## config.mk

```make
export PLATFORM = sky130hd
export DESIGN_NAME = restador_serie
export DESIGN_NICKNAME = d
export VERILOG_FILES = /design/src/rtl/restador_serie.sv
export SDC_FILE = /design/constraint.sdc
export NUM_CORES = 1
export LEC_CHECK = 0
export CAP_MARGIN = 20
export CORE_MARGIN = 2
export CORE_UTILIZATION = 56
export CTS_CLUSTER_DIAMETER = 30
export DETAILED_ROUTE_END_ITERATION = 10
export GPL_ROUTABILITY_DRIVEN = 1
export MAX_ROUTING_LAYER = met4
export PLACE_DENSITY = 0.91
export SETUP_SLACK_MARGIN = 0.5
export SLEW_MARGIN = 20
export SYNTH_ARGS = -nofsm -noshare
export SYNTH_HDL_FRONTEND = slang
export SYNTH_SLANG_ARGS = --single-unit
```

## constraint.sdc

```tcl
create_clock -name clk -period 2.3 [get_ports clk]
set_input_delay 0.23 -clock clk [delete_from_list [all_inputs] [get_ports clk]]
set_output_delay 0.23 -clock clk [all_outputs]
set_load 0.05 [all_outputs]
```

## src/rtl/restador_serie.sv

```systemverilog
// restador_serie: bit-serial two's-complement subtractor.
// Computes diff = a - b one bit per clock, LSB first, with a single borrow
// flip-flop. The 8-bit operands are sign-extended to 9 bits, so every
// difference fits in the 9-bit signed result without overflow.
// A request is accepted only in IDLE. An operation takes 9 SHIFT cycles and
// 1 DONE cycle, so the module can start a new operation every 11 cycles.
module restador_serie (
    input  logic              clk,
    input  logic              rst,
    input  logic              start,
    input  logic signed [7:0] a,
    input  logic signed [7:0] b,
    output logic signed [8:0] diff,
    output logic              busy,
    output logic              done
);

    typedef enum logic [1:0] {
        IDLE  = 2'd0,
        SHIFT = 2'd1,
        DONE  = 2'd2
    } state_t;

    localparam logic [3:0] LAST_BIT = 4'd8;

    state_t      state_q;
    logic [8:0]  a_q;        // minuend shift register, current bit at [0]
    logic [8:0]  b_q;        // subtrahend shift register, current bit at [0]
    logic [8:0]  res_q;      // partial result, new bits enter at [8]
    logic        borrow_q;
    logic [3:0]  cnt_q;      // index of the bit being processed
    logic [8:0]  diff_q;
    logic        busy_q;
    logic        done_q;

    logic        bit_d;
    logic        borrow_d;
    logic [3:0]  cnt_d;
    logic [8:0]  res_d;
    logic        last_d;

    // Full-subtractor slice for the current bit and next shift values
    always_comb begin
        bit_d    = a_q[0] ^ b_q[0] ^ borrow_q;
        borrow_d = (~a_q[0] & b_q[0]) | (~(a_q[0] ^ b_q[0]) & borrow_q);
        cnt_d    = cnt_q + 4'd1;
        res_d    = {bit_d, res_q[8:1]};
        last_d   = (cnt_q == LAST_BIT);
    end

    // Control FSM and datapath registers with registered outputs
    always_ff @(posedge clk) begin
        if (rst) begin
            state_q  <= IDLE;
            a_q      <= '0;
            b_q      <= '0;
            res_q    <= '0;
            borrow_q <= 1'b0;
            cnt_q    <= '0;
            diff_q   <= '0;
            busy_q   <= 1'b0;
            done_q   <= 1'b0;
        end else begin
            case (state_q)
                IDLE: begin
                    done_q <= 1'b0;
                    if (start) begin
                        a_q      <= {a[7], a};
                        b_q      <= {b[7], b};
                        res_q    <= '0;
                        borrow_q <= 1'b0;
                        cnt_q    <= '0;
                        busy_q   <= 1'b1;
                        state_q  <= SHIFT;
                    end
                end
                SHIFT: begin
                    a_q      <= {a_q[8], a_q[8:1]};
                    b_q      <= {b_q[8], b_q[8:1]};
                    res_q    <= res_d;
                    borrow_q <= borrow_d;
                    cnt_q    <= cnt_d;
                    if (last_d) begin
                        // Bit 8 goes straight into diff so it is valid together with done
                        diff_q  <= res_d;
                        busy_q  <= 1'b0;
                        done_q  <= 1'b1;
                        state_q <= DONE;
                    end
                end
                DONE: begin
                    done_q  <= 1'b0;
                    state_q <= IDLE;
                end
                default: begin
                    busy_q  <= 1'b0;
                    done_q  <= 1'b0;
                    state_q <= IDLE;
                end
            endcase
        end
    end

    assign diff = diff_q;
    assign busy = busy_q;
    assign done = done_q;

endmodule

```

==> out/metrics.csv, run 1 <==
stage;metric;value;unit
power;sw frac;25.5;%
route;vias after detailed routing;1520;
logic_synthesis;Yosys top cell area share;47.4;%
global_routing;first-pass GRT wire length;6.29;mm
power;sw power;0.000354;W
timing;Worst Setup Slack, final;0.580;ns
timing;Final Hold Viols;0;
logic_synthesis;Async SR Flop Fraction;0;%
route;vias per inst;5.67;
timing;Setup TNS;0;ns
placement;Final HPWL DP;2.55;mm
power;Pwr Total;0.00138;W
timing;final setup fails;0;
logic_synthesis;Post-Synthesis Mean Instance Area;9.44;sq um
timing;Setup Skew;0.0126;ns
clocking;TritonCTS buffer count;5;
route;DRC violations left;0;
finish;# fillers;229;
route;WL/cell;13.6;microns
clocking;CTS clk-pin slew, worst paths;0.13;ns
route;antenna-violating nets left;0;
logic_synthesis;YS warnings;0;
finish;Multi-input gate area;860;sq um
timing;RSZ-0062 raised after global routing;no;
power;P_leak;0.949;nW
global_routing;number of global-route vias before repair;1377;
finish;layout cell share with drive strength beyond 1;11.6;%
finish;Area Overhead vs Synth;19.8;%
logic_synthesis;syn_nets;219;
global_routing;Total GRT Usage;23.2;%
power;VDD IR-drop max;0.454;mV
placement;I/O Buffers;29;
timing;Relative slew margins;66.2;%
route;met1 WL;1.63;mm
run_status;status;complete, no violations;
timing;Final Cycle Share;74.8;%
worst_setup_path;CP Capture Type;output pin;
clocking;CTS Root Cell;clkbuf_4;
floorplan;# IOs;30;
finish;diodes inserted;0;
route;Detailed Route WL;3.65;mm
timing;Max Clk Rate;581;MHz
timing;Tightest Pin Transition;0.506;ns
floorplan;Die Ht;61.6;microns
worst_setup_path;CP required;2.07;ns
logic_synthesis;ys flop type;dfxtp_1;
worst_setup_path;Slowest cell on crit path;clkdlybuf4s50_1;
placement;global placer's final weighted congestion;0.781;
logic_synthesis;Synth Register Bits;44;
clocking;clk_lat worst skew;0.35;ns
power;Sequential Power Share;59.4;%
finish;Design Area, Final;2230;sq um
clocking;H-tree level count;2;
logic_synthesis;Seq/Total Area, Yosys;47.4;%
finish;Post-layout nets;245;
route;initial drt markers;92;
route;highest metal used;met4;
logic_synthesis;Synth area leaders;dfxtp_1, nor2_1, a21bo_2, a22o_1, a211oi_1;
floorplan;Die X;61.6;microns
placement;placed inst area;2150;sq um
power;clock power share;27.9;%
timing;Tmin final;1.72;ns
hold_path;hold_sp;b[6];
global_routing;initial antenna violation count;0;
worst_setup_path;worst setup path category;reg2out;
route;DR pass1 iterations;4;
floorplan;Initial Util;59.9;%
floorplan;die area;3800;sq um
floorplan;Placement Rows;20;
logic_synthesis;count leader, synth;dfxtp_1;
worst_setup_path;crit start category;flop;
worst_setup_path;Worst Path Arrival;1.49;ns
worst_setup_path;worst setup path startpoint;diff[5];
worst_setup_path;WP buf/inv;1;
global_routing;largest net degree at the start of global routing;27;
clocking;CTS Buffer Depth;2;
clocking;CTS tree;yes;
worst_setup_path;crit-path max FO;2;
timing;Final Max Tran Viols;0;
worst_setup_path;reg2reg start;state_q[0];
route;DR WL met2;1.83;mm
power;Pint;0.00103;W
clocking;Clock Sinks;44;
logic_synthesis;synth unique cells;37;
logic_synthesis;cells after synthesis;197;
logic_synthesis;Synth area leader;dfxtp_1;
power;logic gate share of total power;12.7;%
logic_synthesis;synthesized area;1860;sq um
finish;register area;881;sq um
worst_setup_path;delay-heaviest family, CP;buffers and inverters;
global_routing;total gr overflow;0;
floorplan;CORE AREA;3100;sq um
logic_synthesis;EDFF count, synth;0;
hold_path;Hold Crit Class;in2reg;
route;met3 WL post-DR;136;microns
clocking;post-CTS setup buffer count;0;
worst_setup_path;slowest cell delay on critical path;0.80;ns
job;Max Cap Viol;0;
worst_setup_path;CP cell instances;clkdlybuf4s50_1;
power;PD cells;622;nW/um^2
timing;WHS;0.473;ns
logic_synthesis;Post-synth top cells;dfxtp_1, nor2_1, nand3_1, a211oi_1;
placement;Place WS;0.406;ns
registers in the layout (all words and copies together) (netlist names):
name and cells:
busy 1, done 1, a_q 9, b_q 9, diff 9, res_q 8
state_q 2, borrow_q 1, cnt_q 4
power groups by stage:
stage	clock, W	combinational (W)	sequential, W
3_3_place_gp	0	0.000170	0.000839
3_5_place_dp	0	0.000174	0.000840
6_report	0.000386	0.000176	0.000822
5_1_grt	0.000438	0.000196	0.000827
2_1_floorplan	0	0.000123	0.000835
4_1_cts	0.000393	0.000176	0.000822
area by class of cell:
| cell class | instances | share of cell area (%) |
|---|---|---|
| inverter | 5 | 0.843 |
| tap | 44 | 2.47 |
| multi-input combinational | 132 | 38.6 |
| clock buffer | 7 | 2.47 |
| sequential | 44 | 39.6 |
| timing repair buffer | 35 | 15.7 |
| clock inverter | 1 | 0.337 |
cell usage in the layout (no fill, tap or decap), types with 2 or more instances in the layout:
cell type / netlist / final
clkdlybuf4s50_1: 0 / 23
dlymetal6s2s_1: 0 / 6
nand2b_1: 2 / 2
nand3_1: 11 / 11
a31oi_1: 2 / 2
a22o_1: 9 / 9
nor4_1: 5 / 5
ha_1: 2 / 2
dfxtp_1: 44 / 44
o2bb2ai_1: 8 / 8
a21oi_1: 9 / 9
nor2b_1: 2 / 2
o21a_1: 2 / 2
buf_4: 5 / 6
inv_1: 5 / 5
a21bo_2: 8 / 8
mux2i_1: 3 / 3
nand2_1: 2 / 2
clkbuf_4: 0 / 5
o22ai_1: 2 / 2
nor2_1: 40 / 40
a211oi_1: 10 / 10
worst paths after layout:
| kind | end | slack [ns] | cells past startpoint |
|---|---|---|---|
| max | diff[5] | 0.58 | 1 |
| min | b_q[6] | 0.47 | 3 |
| max reg2reg | b_q[4] | 0.70 | 4 |
| min reg2reg | done | 0.48 | 1 |
kinds of logic (layout without fill, tap and decap cells):
group,count (synthesis),after routing,synth area share (%)
and+or+nand+nor,70,70,17.9
adders and majority gates,3,3,2.42
muxes,3,3,1.62
AOI/OAI and AO/OA,56,56,24.2
buffers and inverters,21,48,6.46
DFF,44,44,47.4
what timing repair did:
item | 4_1_cts | 5_1_grt
hold buffers | 0 | 0
gates resized for setup | 0 | 7
endpoints found under the setup margin | 0 | 7
routing by layer:
layer	vias to the layer above	track usage, %
met2	41	35.3
met4	0	6.38
met1	718	30.0
met3	7	6.93
met5	-	-
li1	754	-
per-stage QoR:
stage / std cells / utilization (%)
after floorplan: 197 / -
after global routing: 268 / 71.8
after detailed placement: 260 / 69.2
final: 268 / 71.8
after global placement: 260 / 69.2
after CTS: 268 / 71.3
Power figures use the tool's default switching activity.
==> run 2, diff against run 1 <==
CORE_UTILIZATION = 47   (was 56)
PLACE_DENSITY = 0.82   (was 0.91)
clock period = 1.5 ns   (was 2.3 ns; I/O delays follow)
==> run 2 against run 1 <==
- clock-buffer cell count stayed put
- sequential power increased by 55%
- via count up 21%
- highest routed layer unchanged
- design area rose by 34%
- critical endpoint is now a_q[3]
- worst hold slack worse by 0.033 ns
- cell count rose by 14%
- non-clock buffer count grew 28
- clock power rose to 2.6 times the previous value
==> out/metrics.csv, run 2 (synthesis results as in run 1) <==
stage;metric;value;unit;change
worst_setup_path;slowest cell delay on critical path;0.38;ns;was 0.80 ns
global_routing;largest net degree at the start of global routing;20;;was 27
finish;diodes inserted;0;;unchanged
power;P_leak;1.17;nW;was 0.949 nW
worst_setup_path;CP required;1.68;ns;was 2.07 ns
floorplan;# IOs;30;;unchanged
floorplan;Die X;66.9;microns;was 61.6 microns
clocking;H-tree level count;2;;unchanged
global_routing;busiest grt layer;met2;;unchanged
timing;Final Hold Viols;0;;unchanged
finish;# fillers;217;;was 229
finish;layout cell share with drive strength beyond 1;51.0;%;was 11.6%
clocking;CTS tree;yes;;unchanged
global_routing;Total GRT Usage;27.0;%;was 23.2%
route;WL/cell;21.0;microns;was 13.6 microns
finish;Area Overhead vs Synth;60.5;%;was 19.8%
finish;register area;901;sq um;was 881 sq um
timing;Worst Setup Slack, final;0.218;ns;was 0.580 ns
route;DRC violations left;0;;unchanged
timing;Relative slew margins;63.9;%;was 66.2%
placement;Final HPWL DP;2.51;mm;was 2.55 mm
finish;commonest non-fill, non-tap cell in the layout;dfxtp_1;;unchanged
route;antenna-violating nets left;0;;unchanged
floorplan;Placement Rows;22;;was 20
finish;most frequent cells in the layout;dfxtp_1, nor2_1, buf_6;;was dfxtp_1, nor2_1, clkdlybuf4s50_1
clocking;clk_lat worst skew;0.32;ns;was 0.35 ns
timing;Max Clk Rate;780;MHz;
route;vias after detailed routing;1846;;was 1,520
placement;global placer's final weighted congestion;0.795;;was 0.781
timing;Final Cycle Share;85.4;%;
clocking;CTS Buffer Depth;2;;unchanged
timing;Setup Skew;0.0152;ns;was 0.0126 ns
global_routing;number of global-route vias before repair;1731;;was 1,377
timing;Tightest Pin Transition;0.541;ns;was 0.506 ns
power;Pwr Total;0.00282;W;was 0.00138 W
timing;Tmin final;1.28;ns;
job;Max Cap Viol;0;;unchanged
clocking;CTS Root Cell;clkbuf_8;;was clkbuf_4
clocking;TritonCTS buffer count;5;;unchanged
timing;final setup fails;0;;unchanged
floorplan;die area;4470;sq um;was 3800 sq um
worst_setup_path;most frequent CP cell;buf_12;;
floorplan;CORE AREA;3740;sq um;was 3100 sq um
global_routing;GRT met1 Usage;33.3;%;was 30.0%
route;Detailed Route WL;6.40;mm;was 3.65 mm
worst_setup_path;WP buf/inv;3;;was 1
worst_setup_path;delay-heaviest family, CP;buffers and inverters;;unchanged
timing;WHS;0.440;ns;was 0.473 ns
hold_path;Hold Crit Class;in2reg;;unchanged
clocking;Clock Sinks;44;;unchanged
timing;RSZ-0062 raised after global routing;yes;;was no
timing;Setup TNS;0;ns;unchanged
worst_setup_path;Worst Path Arrival;1.47;ns;was 1.49 ns
run_status;status;complete, no violations;;unchanged
timing;Final Max Tran Viols;0;;unchanged
route;DR pass1 iterations;4;;unchanged
placement;I/O Buffers;29;;unchanged
finish;Multi-input gate area;1180;sq um;was 860 sq um
worst_setup_path;crit start category;flop;;unchanged
global_routing;total gr overflow;0;;unchanged
worst_setup_path;Slowest cell on crit path;dfxtp_4;;was clkdlybuf4s50_1
power;PD cells;945;nW/um^2;was 622 nW/um^2
placement;Place WS;-0.0466;ns;was 0.406 ns
power;VDD IR-drop max;0.825;mV;was 0.454 mV
global_routing;grt met3 use;5.41;%;was 6.93%
global_routing;met2 usage;41.6;%;was 35.3%
route;vias per inst;6.05;;was 5.67
global_routing;initial antenna violation count;0;;unchanged
route;initial drt markers;143;;was 92
floorplan;Die Ht;66.9;microns;was 61.6 microns
worst_setup_path;worst setup path category;reg2reg;;was reg2out
worst_setup_path;crit-path max FO;8;;was 2
global_routing;first-pass GRT wire length;8.58;mm;was 6.29 mm
finish;Post-layout nets;278;;was 245
clocking;CTS clk-pin slew, worst paths;0.08;ns;was 0.13 ns
worst_setup_path;CP Capture Type;flop;;was output pin
floorplan;Initial Util;49.7;%;was 59.9%
worst_setup_path;CP cell instances;buf_6, o21ba_4, buf_12, buf_12, nor2_4, a211oi_2;;was clkdlybuf4s50_1
-- run 2: layout make-up --
cell class | count | share of cell area [%]
repair inverters | 1 | 0.252
clock buffers | 7 | 3.23
repair buffers | 63 | 23.0
clock inverters | 1 | 1.01
well taps | 48 | 2.01
inverters | 5 | 0.755
flip-flops and latches | 44 | 30.2
multi-input cells | 136 | 39.6
-- run 2: tightest hold or removal path, delay by kind of cell --
kind | cells | cell delay [ns]
AND/OR/NAND/NOR | 2 | 0.15
buffers and inverters | 1 | 0.40
-- run 2: stage by stage --
stage               utilization (%)  instances  area, sq um
finish                         79.7        305         2980
global route                   79.7        305         2980
CTS                            73.0        298         2730
detailed placement             58.9        270         2210
global placement               58.9        270         2210
floorplan                         -        197         1910
-- run 2: power breakdown --
part           total, W  switching, W  internal [W]
Combinational  0.000524      0.000252      0.000272
Clock           0.00102      0.000436      0.000588
Sequential      0.00127     0.0000517       0.00122
-- run 2: repair_timing --
item	in CTS	in global routing
cloned	8	1
pin swaps	22	24
setup endpoints to repair	46	54
setup buffers	12	6
hold buffers	0	0
resized for setup	61	45
-- run 2: worst paths after layout --
path,from,endpoint,slack (ns),cells after the start
worst max-delay path,state_q[0],a_q[3],0.22,6
worst min-delay path,b[5],b_q[5],0.44,3
worst max register to register,state_q[0],a_q[3],0.22,6
worst min register to register,done,done,0.48,1
-- run 2: metal layers --
layer	routed length, microns	share of wire [%]	up-vias
met3	448	7.0	21
met1	2600	41	898
met4	194	3.0	0
met2	3150	49	95
li1	-	-	832
met5	0	0	-
